File: src/rtl/uart_rx_fifo_if.sv
// uart_rx_fifo_if
//   Receive-FIFO output port of uart_rx_fifo, presented as a valid/ready
//   stream plus an occupancy count.
//   master : the receiver side (drives data, flags, valid and level)
//   slave  : the consumer side (drives ready)
//   o_dout   head-of-FIFO data
//   o_error  head-of-FIFO flags, bit 1 framing error, bit 0 parity error
//   o_valid  FIFO non-empty
//   i_ready  consumer takes the head entry when o_valid & i_ready
//   o_level  current FIFO occupancy
interface uart_rx_fifo_if #(
    parameter int DATA_WIDTH = 8,
    parameter int FIFO_DEPTH = 16
);
    logic [DATA_WIDTH-1:0]         o_dout;
    logic [1:0]                    o_error;
    logic                          o_valid;
    logic                          i_ready;
    logic [$clog2(FIFO_DEPTH):0]   o_level;

    modport master (output o_dout, o_error, o_valid, o_level, input i_ready);
    modport slave  (input o_dout, o_error, o_valid, o_level, output i_ready);
endinterface

File: src/rtl/uart_rx_fifo.sv
// uart_rx_fifo
//   UART receiver with 16x oversampling, 3-sample majority vote per bit,
//   false-start rejection, optional parity, 1 or 2 stop bits, feeding a
//   synchronous receive FIFO with registered outputs.
//
// Ports
//   i_clk          system clock
//   i_rst          synchronous active-high reset
//   o_baud_x16_en  request to the baud generator to run the x16 tick
//   i_baud_x16     one-cycle x16 tick
//   i_RX           asynchronous serial line, idle high
//   rx_if          FIFO output stream (uart_rx_fifo_if.master)
//   o_overrun      1-cycle pulse: completed frame dropped, FIFO full
//   o_break        1-cycle pulse on break detection (0 without the macro)
//
// Configuration
//   UART_RX_BREAK_DET_EN  when defined, an all-zero frame (data, parity,
//   stop) is reported on o_break instead of being queued, and the receiver
//   waits for the line to return high before re-arming.
module uart_rx_fifo #(
    parameter int DATA_WIDTH = 8,
    parameter int PARITY     = 0,
    parameter int STOP_BITS  = 1,
    parameter int FIFO_DEPTH = 16
) (
    input  logic               i_clk,
    input  logic               i_rst,
    output logic               o_baud_x16_en,
    input  logic               i_baud_x16,
    input  logic               i_RX,
    uart_rx_fifo_if.master     rx_if,
    output logic               o_overrun,
    output logic               o_break
);
    localparam int AW = $clog2(FIFO_DEPTH);
    localparam int LW = AW + 1;
    localparam int EW = DATA_WIDTH + 2;

    localparam logic [3:0] BIT_LAST  = 4'(DATA_WIDTH - 1);
    localparam logic       STOP_LAST = 1'(STOP_BITS - 1);
    localparam logic       ODD_PAR   = (PARITY == 2);

    typedef enum logic [2:0] {
        S_IDLE, S_START, S_DATA, S_PARITY, S_STOP, S_BREAK_WAIT
    } state_t;

    // ---------------------------------------------------------------
    // Line synchroniser and falling-edge detect
    // ---------------------------------------------------------------
    logic rx_meta_q, rx_s_q, rx_prev_q;
    logic fall;

    assign fall = rx_prev_q & ~rx_s_q;

    // ---------------------------------------------------------------
    // Receiver state
    // ---------------------------------------------------------------
    state_t                 state_q, state_d;
    logic [3:0]             tick_q, tick_d;
    logic                   s7_q, s7_d, s8_q, s8_d;
    logic [3:0]             bit_idx_q, bit_idx_d;
    logic                   stop_idx_q, stop_idx_d;
    logic [DATA_WIDTH-1:0]  shreg_q, shreg_d;
    logic                   perr_q, perr_d;
    logic                   ferr_q, ferr_d;
    logic                   push_q, push_d;
    logic [EW-1:0]          push_ent_q, push_ent_d;
`ifdef UART_RX_BREAK_DET_EN
    logic                   zero_q, zero_d;
    logic                   brk_q, brk_d;
`endif

    logic at9, wrap, maj;

    assign at9  = i_baud_x16 && (tick_q == 4'd9);
    assign wrap = i_baud_x16 && (tick_q == 4'd15);
    // Samples at ticks 7 and 8 are held; tick 9 uses the live value.
    assign maj  = (s7_q & s8_q) | (s7_q & rx_s_q) | (s8_q & rx_s_q);

    assign o_baud_x16_en = (state_q != S_IDLE);

    always_comb begin
        state_d    = state_q;
        tick_d     = tick_q;
        s7_d       = s7_q;
        s8_d       = s8_q;
        bit_idx_d  = bit_idx_q;
        stop_idx_d = stop_idx_q;
        shreg_d    = shreg_q;
        perr_d     = perr_q;
        ferr_d     = ferr_q;
        push_d     = 1'b0;
        push_ent_d = push_ent_q;
`ifdef UART_RX_BREAK_DET_EN
        zero_d     = zero_q;
        brk_d      = 1'b0;
`endif
        if (state_q != S_IDLE && i_baud_x16) begin
            tick_d = tick_q + 4'd1;
            if (tick_q == 4'd7) s7_d = rx_s_q;
            if (tick_q == 4'd8) s8_d = rx_s_q;
        end

        case (state_q)
            S_IDLE: begin
                if (fall) begin
                    state_d    = S_START;
                    tick_d     = 4'd0;
                    bit_idx_d  = 4'd0;
                    stop_idx_d = 1'b0;
                    perr_d     = 1'b0;
                    ferr_d     = 1'b0;
`ifdef UART_RX_BREAK_DET_EN
                    zero_d     = 1'b1;
`endif
                end
            end
            S_START: begin
                // A glitch shorter than half a cell votes high: ignore it.
                if (at9 && maj)
                    state_d = S_IDLE;
                else if (wrap)
                    state_d = S_DATA;
            end
            S_DATA: begin
                if (at9) begin
                    shreg_d = {maj, shreg_q[DATA_WIDTH-1:1]};
`ifdef UART_RX_BREAK_DET_EN
                    zero_d  = zero_q & ~maj;
`endif
                end
                if (wrap) begin
                    if (bit_idx_q == BIT_LAST)
                        state_d = (PARITY != 0) ? S_PARITY : S_STOP;
                    else
                        bit_idx_d = bit_idx_q + 4'd1;
                end
            end
            S_PARITY: begin
                if (at9) begin
                    perr_d = (^shreg_q) ^ maj ^ ODD_PAR;
`ifdef UART_RX_BREAK_DET_EN
                    zero_d = zero_q & ~maj;
`endif
                end
                if (wrap)
                    state_d = S_STOP;
            end
            S_STOP: begin
                if (at9) begin
                    ferr_d = ferr_q | ~maj;
`ifdef UART_RX_BREAK_DET_EN
                    zero_d = zero_q & ~maj;
`endif
                    // Last stop cell completes on its mid-point so the
                    // next start edge can be caught without losing a cell.
                    if (stop_idx_q == STOP_LAST) begin
                        state_d = S_IDLE;
`ifdef UART_RX_BREAK_DET_EN
                        if (zero_q & ~maj) begin
                            brk_d   = 1'b1;
                            state_d = S_BREAK_WAIT;
                        end else begin
                            push_d     = 1'b1;
                            push_ent_d = {ferr_q | ~maj, perr_q, shreg_q};
                        end
`else
                        push_d     = 1'b1;
                        push_ent_d = {ferr_q | ~maj, perr_q, shreg_q};
`endif
                    end
                end
                if (wrap)
                    stop_idx_d = 1'b1;
            end
`ifdef UART_RX_BREAK_DET_EN
            S_BREAK_WAIT: begin
                if (rx_s_q)
                    state_d = S_IDLE;
            end
`endif
            default: state_d = S_IDLE;
        endcase
    end

    always_ff @(posedge i_clk) begin
        if (i_rst) begin
            rx_meta_q  <= 1'b1;
            rx_s_q     <= 1'b1;
            rx_prev_q  <= 1'b1;
            state_q    <= S_IDLE;
            tick_q     <= 4'd0;
            s7_q       <= 1'b1;
            s8_q       <= 1'b1;
            bit_idx_q  <= 4'd0;
            stop_idx_q <= 1'b0;
            shreg_q    <= '0;
            perr_q     <= 1'b0;
            ferr_q     <= 1'b0;
            push_q     <= 1'b0;
            push_ent_q <= '0;
        end else begin
            rx_meta_q  <= i_RX;
            rx_s_q     <= rx_meta_q;
            rx_prev_q  <= rx_s_q;
            state_q    <= state_d;
            tick_q     <= tick_d;
            s7_q       <= s7_d;
            s8_q       <= s8_d;
            bit_idx_q  <= bit_idx_d;
            stop_idx_q <= stop_idx_d;
            shreg_q    <= shreg_d;
            perr_q     <= perr_d;
            ferr_q     <= ferr_d;
            push_q     <= push_d;
            push_ent_q <= push_ent_d;
        end
    end

`ifdef UART_RX_BREAK_DET_EN
    always_ff @(posedge i_clk) begin
        if (i_rst) begin
            zero_q <= 1'b0;
            brk_q  <= 1'b0;
        end else begin
            zero_q <= zero_d;
            brk_q  <= brk_d;
        end
    end
    assign o_break = brk_q;
`else
    assign o_break = 1'b0;
`endif

    // ---------------------------------------------------------------
    // Receive FIFO
    // ---------------------------------------------------------------
    logic [EW-1:0]  mem_q [FIFO_DEPTH];
    logic [AW-1:0]  rd_ptr_q, rd_ptr_d, wr_ptr_q, wr_ptr_d;
    logic [LW-1:0]  count_q, count_d, remain;
    logic [EW-1:0]  head_q, head_d;
    logic           valid_q, valid_d;
    logic           overrun_q, overrun_d;
    logic           pop, full, push_ok;

    assign pop     = valid_q & rx_if.i_ready;
    assign full    = (count_q == LW'(FIFO_DEPTH));
    // A pop in the same cycle frees the slot a full FIFO needs.
    assign push_ok = push_q & (~full | pop);
    assign remain  = count_q - LW'(pop);

    always_comb begin
        overrun_d = push_q & full & ~pop;
        rd_ptr_d  = rd_ptr_q + AW'(pop);
        wr_ptr_d  = wr_ptr_q + AW'(push_ok);
        case ({push_ok, pop})
            2'b10:   count_d = count_q + LW'(1);
            2'b01:   count_d = count_q - LW'(1);
            default: count_d = count_q;
        endcase
        valid_d = (count_d != '0);
        // Output registers hold their value once the FIFO drains.
        head_d  = head_q;
        if (count_d != '0)
            head_d = (remain == '0) ? push_ent_q : mem_q[rd_ptr_d];
    end

    always_ff @(posedge i_clk) begin
        if (push_ok)
            mem_q[wr_ptr_q] <= push_ent_q;
    end

    always_ff @(posedge i_clk) begin
        if (i_rst) begin
            rd_ptr_q  <= '0;
            wr_ptr_q  <= '0;
            count_q   <= '0;
            head_q    <= '0;
            valid_q   <= 1'b0;
            overrun_q <= 1'b0;
        end else begin
            rd_ptr_q  <= rd_ptr_d;
            wr_ptr_q  <= wr_ptr_d;
            count_q   <= count_d;
            head_q    <= head_d;
            valid_q   <= valid_d;
            overrun_q <= overrun_d;
        end
    end

    assign rx_if.o_dout  = head_q[DATA_WIDTH-1:0];
    assign rx_if.o_error = head_q[EW-1:DATA_WIDTH];
    assign rx_if.o_valid = valid_q;
    assign rx_if.o_level = count_q;
    assign o_overrun     = overrun_q;

endmodule
File: src/flat_wrapper.sv
// flat-port wrapper written by rule: the top's interface ports become plain ports
module uart_rx_fifo_flat 
#(
    parameter int DATA_WIDTH = 8,
    parameter int PARITY     = 0,
    parameter int STOP_BITS  = 1,
    parameter int FIFO_DEPTH = 16
)
  (i_clk, i_rst, o_baud_x16_en, i_baud_x16, i_RX, o_overrun, o_break, rx_if_o_dout, rx_if_o_error, rx_if_o_valid, rx_if_o_level, rx_if_i_ready);
  uart_rx_fifo_if #(.DATA_WIDTH(DATA_WIDTH), .FIFO_DEPTH(FIFO_DEPTH)) rx_if_i ();
  input  logic i_clk;
  input  logic i_rst;
  output logic o_baud_x16_en;
  input  logic i_baud_x16;
  input  logic i_RX;
  output logic o_overrun;
  output logic o_break;
  output wire logic [$bits(rx_if_i.o_dout)-1:0] rx_if_o_dout;
  output wire logic [$bits(rx_if_i.o_error)-1:0] rx_if_o_error;
  output wire logic [$bits(rx_if_i.o_valid)-1:0] rx_if_o_valid;
  output wire logic [$bits(rx_if_i.o_level)-1:0] rx_if_o_level;
  input wire logic [$bits(rx_if_i.i_ready)-1:0] rx_if_i_ready;
  assign rx_if_o_dout = rx_if_i.o_dout;
  assign rx_if_o_error = rx_if_i.o_error;
  assign rx_if_o_valid = rx_if_i.o_valid;
  assign rx_if_o_level = rx_if_i.o_level;
  assign rx_if_i.i_ready = rx_if_i_ready;
  uart_rx_fifo #(.DATA_WIDTH(DATA_WIDTH), .PARITY(PARITY), .STOP_BITS(STOP_BITS), .FIFO_DEPTH(FIFO_DEPTH)) u_core (.i_clk(i_clk), .i_rst(i_rst), .o_baud_x16_en(o_baud_x16_en), .i_baud_x16(i_baud_x16), .i_RX(i_RX), .rx_if(rx_if_i), .o_overrun(o_overrun), .o_break(o_break));
endmodule
File: config.mk
export PLATFORM = sky130hd
export DESIGN_NAME = uart_rx_fifo_flat
export DESIGN_NICKNAME = d
export VERILOG_FILES = /design/src/rtl/uart_rx_fifo_if.sv /design/src/rtl/uart_rx_fifo.sv /design/src/flat_wrapper.sv
export SDC_FILE = /design/constraint.sdc
export NUM_CORES = 1
export LEC_CHECK = 0
export BUFFER_PORTS_ARGS = -buffer_cell sky130_fd_sc_hd__buf_4
export CORE_MARGIN = 4
export CORE_UTILIZATION = 35
export CTS_BUF_LIST = sky130_fd_sc_hd__clkbuf_16
export CTS_CLUSTER_SIZE = 14
export DETAILED_ROUTE_END_ITERATION = 16
export SKIP_LAST_GASP = 1
export SLEW_MARGIN = 20
export SYNTH_ARGS = -nofsm -noshare
export SYNTH_HDL_FRONTEND = slang
export SYNTH_SLANG_ARGS = --single-unit
File: constraint.sdc
create_clock -name i_clk -period 3.09 [get_ports i_clk]
set_input_delay 0.4635 -clock i_clk [delete_from_list [all_inputs] [get_ports i_clk]]
set_output_delay 0.4635 -clock i_clk [all_outputs]
set_load 0.01 [all_outputs]
After elaboration in Yosys (flattened, before gate mapping) --
Memories as Yosys holds them, arrays and structs flattened. Cells that the tools add are included.
Storage, ports and cells: register bits 63, memory bits (writable) 160, input port bits 5, output and inout bits 19, logic and storage cells 120, memories kept 1
Memories:
- u_core.mem_q | words 16, bits a word 10, read ports 1, clocked after Yosys merged registers in 0, wr ports 1, RTL line uart_rx_fifo.sv:238 | logic [EW-1:0] mem_q [FIFO_DEPTH];
Operators by class: add/subtract/negate cells 7, equal/unequal tests 22, multiplexer cells 28, bitwise gates (word level) 20, reduce and logical (&&, ||, !) cells 22
Operator list (count):
- 3-bit 2-to-1 mux | 8
- 4-bit 2-to-1 mux | 6
- 3-bit case mux with 5 select lines | 1
- 2-bit by 1-bit != test with 1-bit output, second input constant | 7
- 4-bit == test, second input constant | 3
- 3-bit AND reduction | 4
- 10-bit 2-to-1 mux | 1
- 5-bit case mux with 2 select lines | 1
- 4-bit by 1-bit adder with 4-bit output | 2
- 4-bit by 1-bit adder with 4-bit output, second input constant | 2
- 1-bit bitwise AND | 8
- 4-bit by 3-bit == test with 1-bit output, second input constant | 2
- 4-bit case mux with 2 select lines | 1
- 8-bit XOR reduction | 1
- 1-bit 2-to-1 mux | 7
- 1-bit inverter | 7
- 7-bit AND reduction | 1
- 3-bit by 2-bit == test with 1-bit output, second input constant | 2
- 1-bit case mux with 2 select lines | 3
- 2-bit AND reduction | 3
- 2-bit nonzero test | 3
- 5-bit by 1-bit adder with 5-bit output, second input constant | 1
- 5-bit == test, second input constant | 1
- 5-bit zero test | 1
- other kinds (16) | 23

Depth between registers and ports, before layout --
depth after elaboration 7, gate-level depth with buffers 10

Worst setup path after synthesis --
Ideal clock, no wire load.
path kind reg2reg, start point register u_core.count_q[2] (netlist: u_core.rx_if.o_level[2]), end point memory u_core.mem_q[0][0] (netlist name) (enable), setup time 0.390 ns, arrival time 2.102 ns, data required time 2.700 ns, setup slack 0.598 ns, cell stages (with the launch flop) 7, buffers on the path 1, clock period less this slack 2.492 ns, path through dfxtp_1 buf_2 nor2_1 nand3_2 o21a_1 or3b_2 nor3_1
On the way: word-level cells in the longest chain between the ends 6
RTL lines:
- from (decl) | RTL line uart_rx_fifo.sv:240 | logic [LW-1:0] count_q, count_d, remain;
- from (signal assigned) | RTL line uart_rx_fifo.sv:284 | count_q <= count_d;
- 5-bit == test | RTL line uart_rx_fifo.sv:247 | assign full = (count_q == LW'(FIFO_DEPTH));
- 1-bit inverter | RTL line uart_rx_fifo.sv:249 | assign push_ok = push_q & (~full | pop);
- 1-bit bitwise OR | RTL line uart_rx_fifo.sv:249
- 1-bit bitwise AND | RTL line uart_rx_fifo.sv:249
- 1-bit 2-to-1 mux | RTL line uart_rx_fifo.sv:269 | if (push_ok)
- 1-bit 2-to-1 mux (implied by the code) | RTL line uart_rx_fifo.sv:270 | mem_q[wr_ptr_q] <= push_ent_q;
- to (decl) | RTL line uart_rx_fifo.sv:238
Every way passes these cells.

Worst setup path after layout --
start point register u_core.push_q, end point register u_core.head_q[0]
On the way: word-level cells in the longest chain between the ends 4, elaborated cells between the ends (all ways) 5, classes of those cells eq/ne (2); mux (1); bitwise (1); reduce/logical (1)
RTL lines:
- from (decl) | RTL line uart_rx_fifo.sv:66 | logic push_q, push_d;
- from (signal assigned) | RTL line uart_rx_fifo.sv:215 | push_q <= push_d;
- 1-bit bitwise AND * | RTL line uart_rx_fifo.sv:249
- 2-bit by 1-bit == test with 1-bit output or 2-bit == test (tied branches) | RTL line uart_rx_fifo.sv:256 | case ({push_ok, pop})
- 5-bit case mux with 2 select lines * | RTL line uart_rx_fifo.sv:256
- 5-bit nonzero test * | RTL line uart_rx_fifo.sv:264 | if (count_d != '0)
- to (signal assigned) | RTL line uart_rx_fifo.sv:278 | head_q <= '0;
- to (signal assigned) | RTL line uart_rx_fifo.sv:285 | head_q <= head_d;
- to (decl) | RTL line uart_rx_fifo.sv:241 | logic [EW-1:0] head_q, head_d;
Mark *: on every way between the ends. The rest lies on a longest branch, timed or not. A chain may end at the register's enable or synchronous reset.

==> metrics.yaml <==
topRoutingLayerUsed: "met4"
die_area_mm2: 0.0286
outcome: "finished, final reports clean"
endpoint_kind: "flip-flop"
cpMostUsedCell: "nand3b_1"
combPwrFrac_pct: 0.8
p_sw_w: 0.00112
drive_above_1_share_pct: 20.2
worstPathArrival_ns: 2.90
leakage_nw: 3.84
synth_cell_types: 55
ys_ff_latch: 223
syn-cell-area_mm2: 0.00909
drv_cap: 0
vias: 5133
fmax_ghz: 0.403
ios: 24
worstRegToRegCells: 9
hold_path_class: "in -> reg"
rsz0062_at_grt: "false"
grt_pass1_vias: 5274
dr.pass1.iters: 4
insertion_delay_ns: 0.50
slew_headroom_pct: 47.6
critPathSlowestCell: "dfxtp_1"
r2r-start: "u_core.push_q"
area_growth_pct: 15.4
cts_buffer_depth: 3
routed_wl_um: 19300
synth_edf_count: 160
worst_slew_pin_slew_ns: 0.786
diodes: 0
post_cts_buffers: 0
fin_crit_sh_pct: 80.4
grt_antenna_before_repair: 0
holdPathStages: 2
synth.avg_cell_area_um2: 14.9
fin_tns_setup_ns: 0
wl_per_cell_um: 19.4
drc: 0
die_x_um: 169
clkSinkCount: 223
synth_top_area_cell: "edfxtp_1"
drt.antenna.violating_nets: 0
place_congestion: 0.756
yosysTopAreaCellShare_pct: 52.9
grt_overflow: 0
synth_most_common_cell: "edfxtp_1"
synthArstFlopShare_pct: 0
worstSetupPathType: "reg -> reg"
synthFlopType: "edfxtp_1"
path_buf_inv: 1
netSwitchingFraction_pct: 18.9
drt_iter0_markers: 393
htree_levels: 1
wl_met1_um: 8240
cp_top_family: "simple AND/OR/NAND/NOR gates"
route.met2.wl_um: 9800
ys_top_cells_by_count: "edfxtp_1, dfxtp_1, nand2_1"
synth_area_leaders: "edfxtp_1, dfxtp_1, mux4_2, mux2i_1, nand2_1"
numCtsBuffers: 24
syn_inst: 609
drv_slew: 0
fp.dieH_um: 169
cts_tree: "done"
dr_wl_met3_um: 976
final_util_pct: 41.3
fin_crit_ns: 2.48
cpPeakStageDelay_ns: 0.34
grt_max_degree: 68
dp_hpwl_um: 12200
power_frac_clock_pct: 45.7
ff2ff_setup_slack_ns: 0.61
path_clk_slew_ns: 0.06
post_cts_resized: 0
intPower_w: 0.00480
seqPwrFrac_pct: 53.6
yosysSeqAreaShare_pct: 66.7
whs_endpoint: "u_core.rx_meta_q"
num_rows: 58
core_area_mm2: 0.0254
finalClockSkew_ns: 0.0181
finalSetupViolCount: 0
cp.depth: 9
holdCritStartpoint: "i_RX"
p_per_area_mw_per_mm2: 565
port_buffers: 22
fin_nets: 665
startpoint_type: "flip-flop"
grt_pass1_wl_um: 30200
crit_path_cell_trace: "nand3b_1 -> xnor2_1 -> ha_1 -> nor3_1 -> nand3b_1 -> o21ai_1 -> nor4_2 -> buf_4 -> mux2i_1"
peakVddDrop_uv: 345
yosys_warnings: 0
root_buffer: "clkbuf_16"
cp.required_ns: 3.51
postCtsHoldBufs: 0
hold_viol: 0
synth_nets: 624
crit_fanout: 11
viasPerCell: 5.15
r2r_end: "u_core.head_q[0]"
start_util_pct: 35.8
fillerInstances: 2282
grt_use_total_pct: 13.3
metal layers:
layer	vias up	track usage, %
li1	2362	-
met1	2612	17.6
met2	131	23.3
met3	28	2.21
met4	0	2.91
met5	-	0
flip-flops by register name (all words and copies together), names as in the netlist, 3 cells and up:
signal	cells
u_core.mem_q	160
u_core.rx_if.o_level	5
u_core.bit_idx_q	4
u_core.state_q	3
u_core.tick_q	4
u_core.wr_ptr_q	4
u_core.rd_ptr_q	4
u_core.push_ent_q	10
u_core.shreg_q	8
u_core.head_q	10
how the worst max path moves through the flow:
stage                                 start                 end
finish                        u_core.push_q    u_core.head_q[0]
detailed placement            rx_if_i_ready    u_core.head_q[3]
CTS                    u_core.rx_if.o_valid    u_core.head_q[3]
global placement              rx_if_i_ready    u_core.head_q[4]
floorplan           u_core.rx_if.o_level[2]  u_core.mem_q[0][0]
global route                  u_core.push_q    u_core.head_q[0]
kinds of logic after synthesis:
kind of cell	share of synthesized area (%)
simple gates	11.2
mux	13.2
xor+xnor	2.12
buf+inv	2.12
flops	66.7
fa+ha+maj	1.49
compound gates	3.10
other cells	0.0413
placed cells by master, fill, tap and decap left out, types with 5 or more instances in the layout:
| cell type | Yosys | layout |
|---|---|---|
| mux4_2 | 40 | 40 |
| buf_4 | 4 | 47 |
| or2_2 | 5 | 5 |
| nor2b_1 | 9 | 9 |
| nor2_1 | 58 | 58 |
| xnor2_1 | 15 | 15 |
| nor3_1 | 7 | 7 |
| edfxtp_1 | 160 | 160 |
| nand2_1 | 59 | 59 |
| dfxtp_1 | 63 | 63 |
| a21oi_1 | 10 | 10 |
| clkbuf_16 | 0 | 25 |
| nand4_1 | 5 | 5 |
| nand2b_1 | 20 | 20 |
| nand3_1 | 16 | 16 |
| xor2_1 | 7 | 7 |
| ha_1 | 10 | 9 |
| clkinv_1 | 0 | 6 |
| inv_1 | 6 | 12 |
| mux2i_1 | 30 | 30 |
| a311oi_1 | 10 | 10 |
cell type report:
type | instances | area (um^2) | share of cell area (%)
Clock inverter | 18 | 128 | 1.22
Tap cell | 330 | 413 | 3.94
Timing Repair Buffer | 49 | 393 | 3.75
Sequential cell | 223 | 6070 | 57.8
Clock buffer | 25 | 626 | 5.97
Multi-Input combinational cell | 346 | 2840 | 27.1
Inverter | 6 | 22.5 | 0.215
power by group through the flow:
stage | Combinational (W) | Sequential (W) | Clock (W)
floorplan | 0.0000352 | 0.00323 | 0
global placement | 0.0000438 | 0.00324 | 0
detailed placement | 0.0000452 | 0.00324 | 0
CTS | 0.0000454 | 0.00317 | 0.00277
global route | 0.0000495 | 0.00317 | 0.00290
finish | 0.0000446 | 0.00317 | 0.00271
stage by stage:
step / area [um^2] / hold WS (ns) / total power, W / std cells / setup slack (ns)
5_1_grt: 10500 / 0.130 / 0.00612 / 997 / 0.385
3_3_place_gp: 9730 / 0.399 / 0.00328 / 954 / 0.439
4_1_cts: 10500 / 0.129 / 0.00598 / 997 / 0.615
6_report: 10500 / 0.148 / 0.00592 / 997 / 0.606
3_5_place_dp: 9730 / 0.418 / 0.00328 / 954 / 0.389
2_1_floorplan: 9090 / 0.389 / 0.00327 / 609 / 0.598
(Power assumes the default switching activity.)
